[config.mk]
export PLATFORM = sky130hd
export DESIGN_NAME = contador_multi_flat
export DESIGN_NICKNAME = d
export VERILOG_FILES = /design/src/rtl/contador_pkg.sv /design/src/rtl/contador_if.sv /design/src/rtl/contador_ch.sv /design/src/rtl/contador_multi.sv /design/src/flat_wrapper.sv
export SDC_FILE = /design/constraint.sdc
export NUM_CORES = 1
export LEC_CHECK = 0
export CAP_MARGIN = 20
export CORE_UTILIZATION = 40
export CTS_BUF_LIST = sky130_fd_sc_hd__clkbuf_16
export DETAILED_ROUTE_END_ITERATION = 7
export SETUP_SLACK_MARGIN = 0.3
export SYNTH_ARGS = -nofsm -noshare
export SYNTH_HDL_FRONTEND = slang
export SYNTH_SLANG_ARGS = --single-unit
[constraint.sdc]
create_clock -name clk -period 2.4 [get_ports clk]
set_input_delay 0.48 -clock clk [delete_from_list [all_inputs] [get_ports clk]]
set_output_delay 0.48 -clock clk [all_outputs]
set_load 0.05 [all_outputs]
[src/rtl/contador_pkg.sv]
// Shared types and defaults for the multi-channel FIFO pop counter.
package contador_pkg;

  localparam int unsigned N_CH_DEF  = 4;
  localparam int unsigned CNT_W_DEF = 5;
  localparam int unsigned IDX_W_DEF = 2;

  typedef enum logic [1:0] {
    S_WAIT   = 2'd0,
    S_SINGLE = 2'd1,
    S_SWEEP  = 2'd2
  } state_t;

  // Terminal count for a counter of the given width.
  function automatic logic [31:0] cnt_max(input int unsigned w);
    return (32'd1 << w) - 32'd1;
  endfunction

endpackage

[src/rtl/contador_if.sv]
// Host-side read port of the pop counter bank: request in, registered response out.
interface contador_if #(
    parameter int unsigned CNT_W = 5,
    parameter int unsigned IDX_W = 2
);
    logic             idle;
    logic             req;
    logic             req_all;
    logic [IDX_W-1:0] idx;
    logic             busy;
    logic             valid_contador;
    logic [CNT_W-1:0] contador_out;
    logic [IDX_W-1:0] contador_idx;
    logic             ovf_out;
    logic             err_out;

    modport master (
        output idle, req, req_all, idx,
        input  busy, valid_contador, contador_out, contador_idx, ovf_out, err_out
    );

    modport slave (
        input  idle, req, req_all, idx,
        output busy, valid_contador, contador_out, contador_idx, ovf_out, err_out
    );
endinterface

[src/rtl/contador_ch.sv]
// One channel: pop counter with sticky overflow flag, wrap or saturate at terminal count.
module contador_ch
    import contador_pkg::*;
#(
    parameter int unsigned CNT_W    = CNT_W_DEF,
    parameter bit          SATURATE = 1'b0
) (
    input  logic             clk,
    input  logic             reset,
    input  logic             inc,
    input  logic             clr,
    output logic [CNT_W-1:0] cnt,
    output logic             ovf
);

    localparam logic [CNT_W-1:0] CMAX = CNT_W'(cnt_max(CNT_W));

    always_ff @(posedge clk or posedge reset) begin
        if (reset) begin
            cnt <= '0;
            ovf <= 1'b0;
        end else if (clr) begin
            // A pop landing on the clearing edge is kept, not lost.
            cnt <= inc ? CNT_W'(1) : '0;
            ovf <= 1'b0;
        end else if (inc) begin
            if (cnt == CMAX) begin
                ovf <= 1'b1;
                if (!SATURATE) cnt <= '0;
            end else begin
                cnt <= cnt + CNT_W'(1);
            end
        end
    end

endmodule

[src/rtl/contador_multi.sv]
// N_CH pop counters with single/sweep readout; CONTADOR_CLR_ON_READ_EN makes reads destructive.
module contador_multi
    import contador_pkg::*;
#(
    parameter int unsigned N_CH     = N_CH_DEF,
    parameter int unsigned CNT_W    = CNT_W_DEF,
    parameter int unsigned IDX_W    = IDX_W_DEF,
    parameter bit          SATURATE = 1'b0
) (
    input  logic            clk,
    input  logic            reset,
    input  logic [N_CH-1:0] pop,
    input  logic [N_CH-1:0] empty,
    contador_if.slave       bus
);

    localparam logic [IDX_W-1:0] LAST = IDX_W'(N_CH - 1);

    logic [CNT_W-1:0] cnt [N_CH];
    logic [N_CH-1:0]  ovf;
    logic [N_CH-1:0]  clr;

    state_t           state;
    logic [IDX_W-1:0] ptr;

    logic             rd_en;
    logic [IDX_W-1:0] rd_ch;
    logic             rd_ok;
    logic [CNT_W-1:0] rd_val;
    logic             rd_ovf;

    logic             busy_r;
    logic             valid_r;
    logic [CNT_W-1:0] out_r;
    logic [IDX_W-1:0] cidx_r;
    logic             ovf_r;
    logic             err_r;

    for (genvar g = 0; g < N_CH; g++) begin : g_ch
        contador_ch #(
            .CNT_W    (CNT_W),
            .SATURATE (SATURATE)
        ) u_ch (
            .clk   (clk),
            .reset (reset),
            .inc   (pop[g] & ~empty[g]),
            .clr   (clr[g]),
            .cnt   (cnt[g]),
            .ovf   (ovf[g])
        );
    end

    // The channel read on this edge is chosen combinationally so the response
    // register captures the pre-increment value on the same edge.
    always_comb begin
        rd_en = 1'b0;
        rd_ch = '0;
        unique case (state)
            S_WAIT: begin
                if (bus.idle && bus.req_all) begin
                    rd_en = 1'b1;
                end else if (bus.idle && bus.req) begin
                    rd_en = 1'b1;
                    rd_ch = bus.idx;
                end
            end
            S_SWEEP: begin
                if (ptr != LAST) begin
                    rd_en = 1'b1;
                    rd_ch = ptr + IDX_W'(1);
                end
            end
            default: ;
        endcase
    end

    always_comb begin
        rd_ok  = (32'(rd_ch) < N_CH);
        rd_val = '0;
        rd_ovf = 1'b0;
        clr    = '0;
        for (int unsigned i = 0; i < N_CH; i++) begin
            if (rd_ch == IDX_W'(i)) begin
                rd_val = cnt[i];
                rd_ovf = ovf[i];
`ifdef CONTADOR_CLR_ON_READ_EN
                clr[i] = rd_en;
`endif
            end
        end
    end

    always_ff @(posedge clk or posedge reset) begin
        if (reset) begin
            state   <= S_WAIT;
            ptr     <= '0;
            busy_r  <= 1'b0;
            valid_r <= 1'b0;
            out_r   <= '0;
            cidx_r  <= '0;
            ovf_r   <= 1'b0;
            err_r   <= 1'b0;
        end else begin
            valid_r <= rd_en;
            if (rd_en) begin
                out_r  <= rd_val;
                cidx_r <= rd_ch;
                ovf_r  <= rd_ovf;
                err_r  <= ~rd_ok;
            end
            unique case (state)
                S_WAIT: begin
                    if (bus.idle && bus.req_all) begin
                        state  <= S_SWEEP;
                        ptr    <= '0;
                        busy_r <= 1'b1;
                    end else if (bus.idle && bus.req) begin
                        state <= S_SINGLE;
                    end
                end
                S_SINGLE: state <= S_WAIT;
                S_SWEEP: begin
                    if (ptr == LAST) begin
                        state  <= S_WAIT;
                        busy_r <= 1'b0;
                    end else begin
                        ptr <= ptr + IDX_W'(1);
                    end
                end
                default: state <= S_WAIT;
            endcase
        end
    end

    assign bus.busy           = busy_r;
    assign bus.valid_contador = valid_r;
    assign bus.contador_out   = out_r;
    assign bus.contador_idx   = cidx_r;
    assign bus.ovf_out        = ovf_r;
    assign bus.err_out        = err_r;

endmodule
[src/flat_wrapper.sv]
// flat-port wrapper written by rule: the top's interface ports become plain ports
module contador_multi_flat import contador_pkg::*;
#(
    parameter int unsigned N_CH     = N_CH_DEF,
    parameter int unsigned CNT_W    = CNT_W_DEF,
    parameter int unsigned IDX_W    = IDX_W_DEF,
    parameter bit          SATURATE = 1'b0
)
  (clk, reset, pop, empty, bus_idle, bus_req, bus_req_all, bus_idx, bus_busy, bus_valid_contador, bus_contador_out, bus_contador_idx, bus_ovf_out, bus_err_out);
  contador_if #(.CNT_W(CNT_W), .IDX_W(IDX_W)) bus_i ();
  input  logic clk;
  input  logic reset;
  input  logic [N_CH-1:0] pop;
  input  logic [N_CH-1:0] empty;
  input wire logic [$bits(bus_i.idle)-1:0] bus_idle;
  input wire logic [$bits(bus_i.req)-1:0] bus_req;
  input wire logic [$bits(bus_i.req_all)-1:0] bus_req_all;
  input wire logic [$bits(bus_i.idx)-1:0] bus_idx;
  output wire logic [$bits(bus_i.busy)-1:0] bus_busy;
  output wire logic [$bits(bus_i.valid_contador)-1:0] bus_valid_contador;
  output wire logic [$bits(bus_i.contador_out)-1:0] bus_contador_out;
  output wire logic [$bits(bus_i.contador_idx)-1:0] bus_contador_idx;
  output wire logic [$bits(bus_i.ovf_out)-1:0] bus_ovf_out;
  output wire logic [$bits(bus_i.err_out)-1:0] bus_err_out;
  assign bus_i.idle = bus_idle;
  assign bus_i.req = bus_req;
  assign bus_i.req_all = bus_req_all;
  assign bus_i.idx = bus_idx;
  assign bus_busy = bus_i.busy;
  assign bus_valid_contador = bus_i.valid_contador;
  assign bus_contador_out = bus_i.contador_out;
  assign bus_contador_idx = bus_i.contador_idx;
  assign bus_ovf_out = bus_i.ovf_out;
  assign bus_err_out = bus_i.err_out;
  contador_multi #(.N_CH(N_CH), .CNT_W(CNT_W), .IDX_W(IDX_W), .SATURATE(SATURATE)) u_core (.clk(clk), .reset(reset), .pop(pop), .empty(empty), .bus(bus_i));
endmodule
**Word-level counts from Yosys, hierarchy flattened**

Index checks and enable logic that the tools add are counted.

- Flip-flop bits (word level): 38
- Input bits: 15
- Output and inout port bits: 11
- Word-level logic and storage cells: 84

- $add $sub $neg: 5
- Equality and inequality tests: 14
- Mux-type cells: 30
- Bitwise logic cells: 8
- Reduce and logical (&&, ||, !) cells: 12

Operators with widths:

| kind | number |
|---|---|
| $mux 5 | 8 |
| $add 5x1->5 const B | 4 |
| $eq 5x5->1 const B | 4 |
| $mux 2 | 8 |
| $pmux 2 s2 | 3 |
| $reduce_and 2->1 | 5 |
| $mux 1 | 9 |
| $eq 2x2->1 const B | 4 |
| $reduce_and 3->1 | 2 |
| $and 1x1->1 | 4 |
| $logic_not 2->1 | 2 |
| $ne 2x1->1 const B | 2 |
| $ne 2x2->1 const B | 2 |
| $not 1->1 | 4 |
| $pmux 1 s2 | 2 |
| $ne 3x1->1 const B | 1 |
| $add 2x1->2 const B | 1 |
| $eq 2x1->1 const B | 1 |
| $logic_and 1x1->1 | 2 |
| $reduce_bool 2->1 | 1 |

**Longest topological paths before layout**

- Depth after elaboration: 9
- Depth in mapped cells: 8
- Mapped depth without buffers: 7

**Hierarchy**

A second synthesis with hierarchy kept.

- Cell total of the unflattened synthesis: 219
- Area, all modules: 2080.7 sq um

By module, submodules not included:

| module | instances | cells an instance | area each (sq um) | seq. area each (sq um) |
|---|---|---|---|---|
| contador_ch | 4 | 32 | 311.5 | 150.1 |
| contador_multi | 1 | 91 | 834.6 | 350.3 |

**Worst setup path before layout**

OpenSTA, ideal clock, no wires.

- Path type: register to register
- Start point: register u_core.ptr[0]
- End point: register u_core.out_r[1], in the netlist u_core.bus.contador_out[1]
- Library setup time: 122 ps
- Data arrival time: 1657 ps
- Required time: 2278 ps
- Setup slack: 621 ps
- Stages on the path, launching flop included: 8
- Buffers on the path: 1
- Period minus slack after synthesis: 1779 ps
- Cell sequence: dfrtp_1 > ha_1 > and3b_2 > a31oi_2 > buf_6 > mux2_4 > o21ai_2 > o21ai_2

- Longest elaborated chain between the ends: 8
- Elaborated cells between the ends (all ways): 14
- Those cells by class: add/sub (1); eq/ne (4); mux (8); reduce/logical (1)

Ends and longest elaborated chain:

| what | RTL line | RTL |
|---|---|---|
| start: declaration | contador_multi.sv:24 | `logic [IDX_W-1:0] ptr;` |
| start signal: assignment | contador_multi.sv:127 | `ptr <= ptr + IDX_W'(1);` |
| $add 2x1->2 or $ne 2x2->1 (tied branches) | contador_multi.sv:70, contador_multi.sv:68 |  |
| $mux 2 | contador_multi.sv:68 | `if (ptr != LAST) begin` |
| $pmux 2 s2 | contador_multi.sv:58 | `unique case (state)` |
| $logic_not 2->1 | contador_multi.sv:83 | `if (rd_ch == IDX_W'(i)) begin` |
| $mux 5 (4 in series) | contador_multi.sv:83 |  |
| end signal: assignment | contador_multi.sv:106 | `out_r <= rd_val;` |
| end: declaration | contador_multi.sv:34 | `logic [CNT_W-1:0] out_r;` |

Parallel ways exist; a longest one is shown, timed or not.
A chain may end at the register's enable or synchronous reset.

**Worst setup path after layout**

- Start point: input bus_req_all
- End point: register u_core.out_r[1], in the netlist u_core.bus.contador_out[1]

- Longest elaborated chain between the ends: 8
- Elaborated cells between the ends (all ways): 13
- Those cells by class: eq/ne (3); mux (8); reduce/logical (2)

Ends and longest elaborated chain:

| what | RTL line | RTL |
|---|---|---|
| start: declaration | flat_wrapper.sv:17 | `input wire logic [$bits(bus_i.req_all)-1:0] bus_req_all;` |
| $logic_and 1x1->1 * | contador_multi.sv:60 | `if (bus.idle && bus.req_all) begin` |
| $mux 2 | contador_multi.sv:60 |  |
| $pmux 2 s2 | contador_multi.sv:58 |  |
| $logic_not 2->1 | contador_multi.sv:83 |  |
| $mux 5 (4 in series) | contador_multi.sv:83 |  |

Every way passes the cells marked *; elsewhere a longest branch is shown, timed or not.

==> impl_results.md <==
- Status: completed
- Dpl cells: 269
- RSZ-0062 raised after global routing: no
- Setup crit start kind: input pin
- Worst Hold Path EP: u_core.g_ch[1].u_ch.ovf
- Fin Clk Skew: 4.97 ps
- Worst skew pair latency: 280 ps
- Critical path data required time: 2560 ps
- # rows: 24
- VDD IR-drop max: 0.571 mV
- Clock period minus worst slack: 1950 ps
- Final GP Congestion: 0.729
- Tcrit/Tclk final: 0.812
- Cell Area, Synth: 0.00193 mm^2
- Cell family with most CP delay: buffers and inverters
- Fill count: 411
- Cell Chain, Critical Path: clkdlybuf4s50_1 -> nor4b_4 -> a31oi_2 -> buf_4 -> mux2_4 -> o21ai_2 -> o21ai_2
- Clock Path Buffers: 2
- DR vias: 1497
- Reg2reg end: u_core.bus.contador_out[1]
- Final count of pins violating max slew: 0
- DRC viols: 0
- Max-capacitance violation count: 0
- Synth cell types: 34
- Core ar.: 0.00450 mm^2
- Synth top area cells: dfrtp_1 49%, nand2_1 7.6%, ha_1 5.8%, o21ai_0 5.2%, nand2b_1 3.2%
- Sequential cell area: 951 um^2
- Non-filler cells, final: 279
- Clock sinks: 38
- Area growth syn-to-layout: 23.0%
- Number of enable flip-flop cells after synthesis: 0
- Die Y: 71.5 um
- Async SR Flop Fraction: 1.00
- Final #Nets: 251
- Multi-input gate area: 922 um^2
- Most used DFF post-synth: dfrtp_1
- Post-route setup slack: 452 ps
- Hold_sp: u_core.g_ch[1].u_ch.ovf
- Crit Path Class: input pin to register
- CTS root buf: clkbuf_16
- Reg2reg start: u_core.ptr[0]
- Num CTS Buffers: 5
- Average vias per placed instance: 5.37
- Crit path largest cell delay: 490 ps
- Post-synth top area share: 0.493
- Yosys reg bits: 38
- Leading area contributor after synthesis: dfrtp_1
- 1st-iter DRT viols: 66
- IO Port Bufs: 24
- CTS tree: done
- Clock slew at reported path FFs: 50 ps
- Die area: 0.00511 mm^2
- Io pins: 26
- Total Wirelength: 3780 um
- YS warnings: 0
- Worst path slowest cell: clkdlybuf4s50_1
- Worst Hold Depth: 1
- Initial Util: 0.429
- Crit path max fanout: 9
- Die X: 71.5 um
- Antenna diode count: 0
- First-pass DRT Iterations: 4
- Gr ovfl total: 0
- DP HPWL: 2900 um
- Flop-to-flop setup slack: 450 ps
- Hold Buf Count CTS: 0
- Slew HR: 0.658
- Final Hold Viols: 0
- Syn_nets: 219
- Cells on worst reg2reg path: 7
- Syn_area_per_cell: 9.90 um^2
- Sequential fraction of the synthesis area: 0.493
- Share of layout cells above drive strength 1: 0.115
- Vias in the first global route: 1505
- Worst Setup End Kind: register
- Leakage: 1.13 nW
- Initial antenna violation count: 0
- Most common cell type on the critical path: o21ai_2
- Least-Margin Pin Slew: 511 ps
- Pwr Density: 1300 mW/mm^2
- Total power: 3.08 mW
- WP buf/inv: 2
- Syn Inst Count: 195
- DR WL/cell: 13.6 um
- Largest net degree at the start of global routing: 39
- Final Setup Violations: 0
- Arrival time worst endpoint: 2110 ps
- Fmax: 0.513 GHz
- Setup WS pre-CTS: 153 ps
- Total global-route track usage: 0.169
- DRT antenna net count: 0
- Min-Delay Path Class: register to register
- Sum of negative setup slack: 0 ps
- First-pass GRT wire length: 6710 um
- H-tree depth: 2
layout make-up:
cell class / count / share of cell area
clock buffer: 5 / 0.0527
multi-input combinational: 147 / 0.388
inverter: 6 / 0.00948
clock inverter: 2 / 0.00474
timing repair buffer: 29 / 0.117
tap: 52 / 0.0274
sequential: 38 / 0.400
cell usage after synthesis, types with 2 or more instances:
cell	n
o31ai_1	3
o21ai_2	2
dfrtp_1	38
a31oi_1	6
nand2_1	39
and3_1	4
inv_1	6
a21oi_1	4
nor2b_1	4
nand3_1	6
ha_1	9
o21bai_1	3
o22ai_1	6
mux2_4	3
mux2_2	3
o21ai_1	5
buf_6	2
a21o_1	4
nor2_1	5
o21ai_0	20
nand2b_1	10
what timing repair did:
item / CTS / global route
setup buffers: 0 / 3
setup endpoints to repair: 0 / 1
gates resized for setup: 0 / 0
power by group:
part | leakage [nW] | internal, mW | total [mW] | switching [mW]
Clock | 0.0671 | 0.374 | 0.613 | 0.238
Combinational | 0.594 | 0.587 | 1.35 | 0.762
Sequential | 0.473 | 0.881 | 1.11 | 0.233
Total | 1.13 | 1.84 | 3.08 | 1.23
through the flow:
stage	util	hold WS [ps]	cell area, um^2
global placement	0.492	457	2220
floorplan	-	427	1930
CTS	0.522	461	2350
global route	0.527	486	2370
detailed placement	0.492	449	2220
finish	0.527	459	2370
flip-flops by register name (all words and copies together), names as in the netlist:
signal                     cells
u_core.g_ch.u_ch.cnt          20
u_core.bus.contador_out        5
u_core.g_ch.u_ch.ovf           4
u_core.bus.contador_idx        2
u_core.ptr                     2
u_core.state                   2
u_core.bus.busy                1
u_core.bus.ovf_out             1
u_core.bus.valid_contador      1
layer usage:
layer / track usage / part of all wire / up-vias / routed length, um
met1: 0.221 / 0.48 / 703 / 1810
met4: 0.0632 / 0.013 / 0 / 50
met2: 0.273 / 0.47 / 39 / 1770
met5: 0 / 0 / - / 0
met3: 0.0394 / 0.042 / 6 / 157
li1: - / - / 749 / -
worst max path at each step:
stage	startpoint	end	slack, ps	depth (start not counted)
floorplan	u_core.ptr[0]	u_core.bus.contador_out[1]	620	7
detailed placement	bus_req_all	u_core.bus.contador_out[3]	150	7
CTS	u_core.ptr[0]	u_core.bus.contador_out[1]	430	6
finish	bus_req_all	u_core.bus.contador_out[1]	450	7
global route	bus_req_all	u_core.bus.contador_out[3]	330	7
global placement	bus_req_all	u_core.bus.contador_out[1]	210	7
cells in the final DEF (no fill, tap or decap), types with 2 or more instances in the layout:
master and count:
nor2b_1 4, buf_4 5, nor2_1 5, o21ai_0 20, a31oi_1 6, ha_1 9, clkbuf_16 5, o21bai_1 3
o21ai_2 2, and3_1 4, o21ai_1 5, o31ai_1 3, a21oi_1 4, dfrtp_1 38, a21o_1 4, inv_1 7
nand2b_1 10, nand2_1 39, mux2_4 3, mux2_2 3, clkdlybuf4s50_1 24, o22ai_1 6, nand3_1 6
cells by family after synthesis:
logic type	share of synthesized area
adder cells (fa/ha/maj)	0.0583
multiplexers	0.0408
AND/OR/NAND/NOR	0.199
AO/OA/AOI/OAI	0.178
buffers and inverters	0.0298
other	0.00194
flip-flops	0.493
worst register-to-register path, stage by stage, from the launching register on:
cell	delay [ps]
dfrtp_1	400
ha_1	290
and3b_2	230
a31oi_2	200
buf_4	210
mux2_4	310
o21ai_2	120
o21ai_2	60
(Power assumes the default switching activity.)
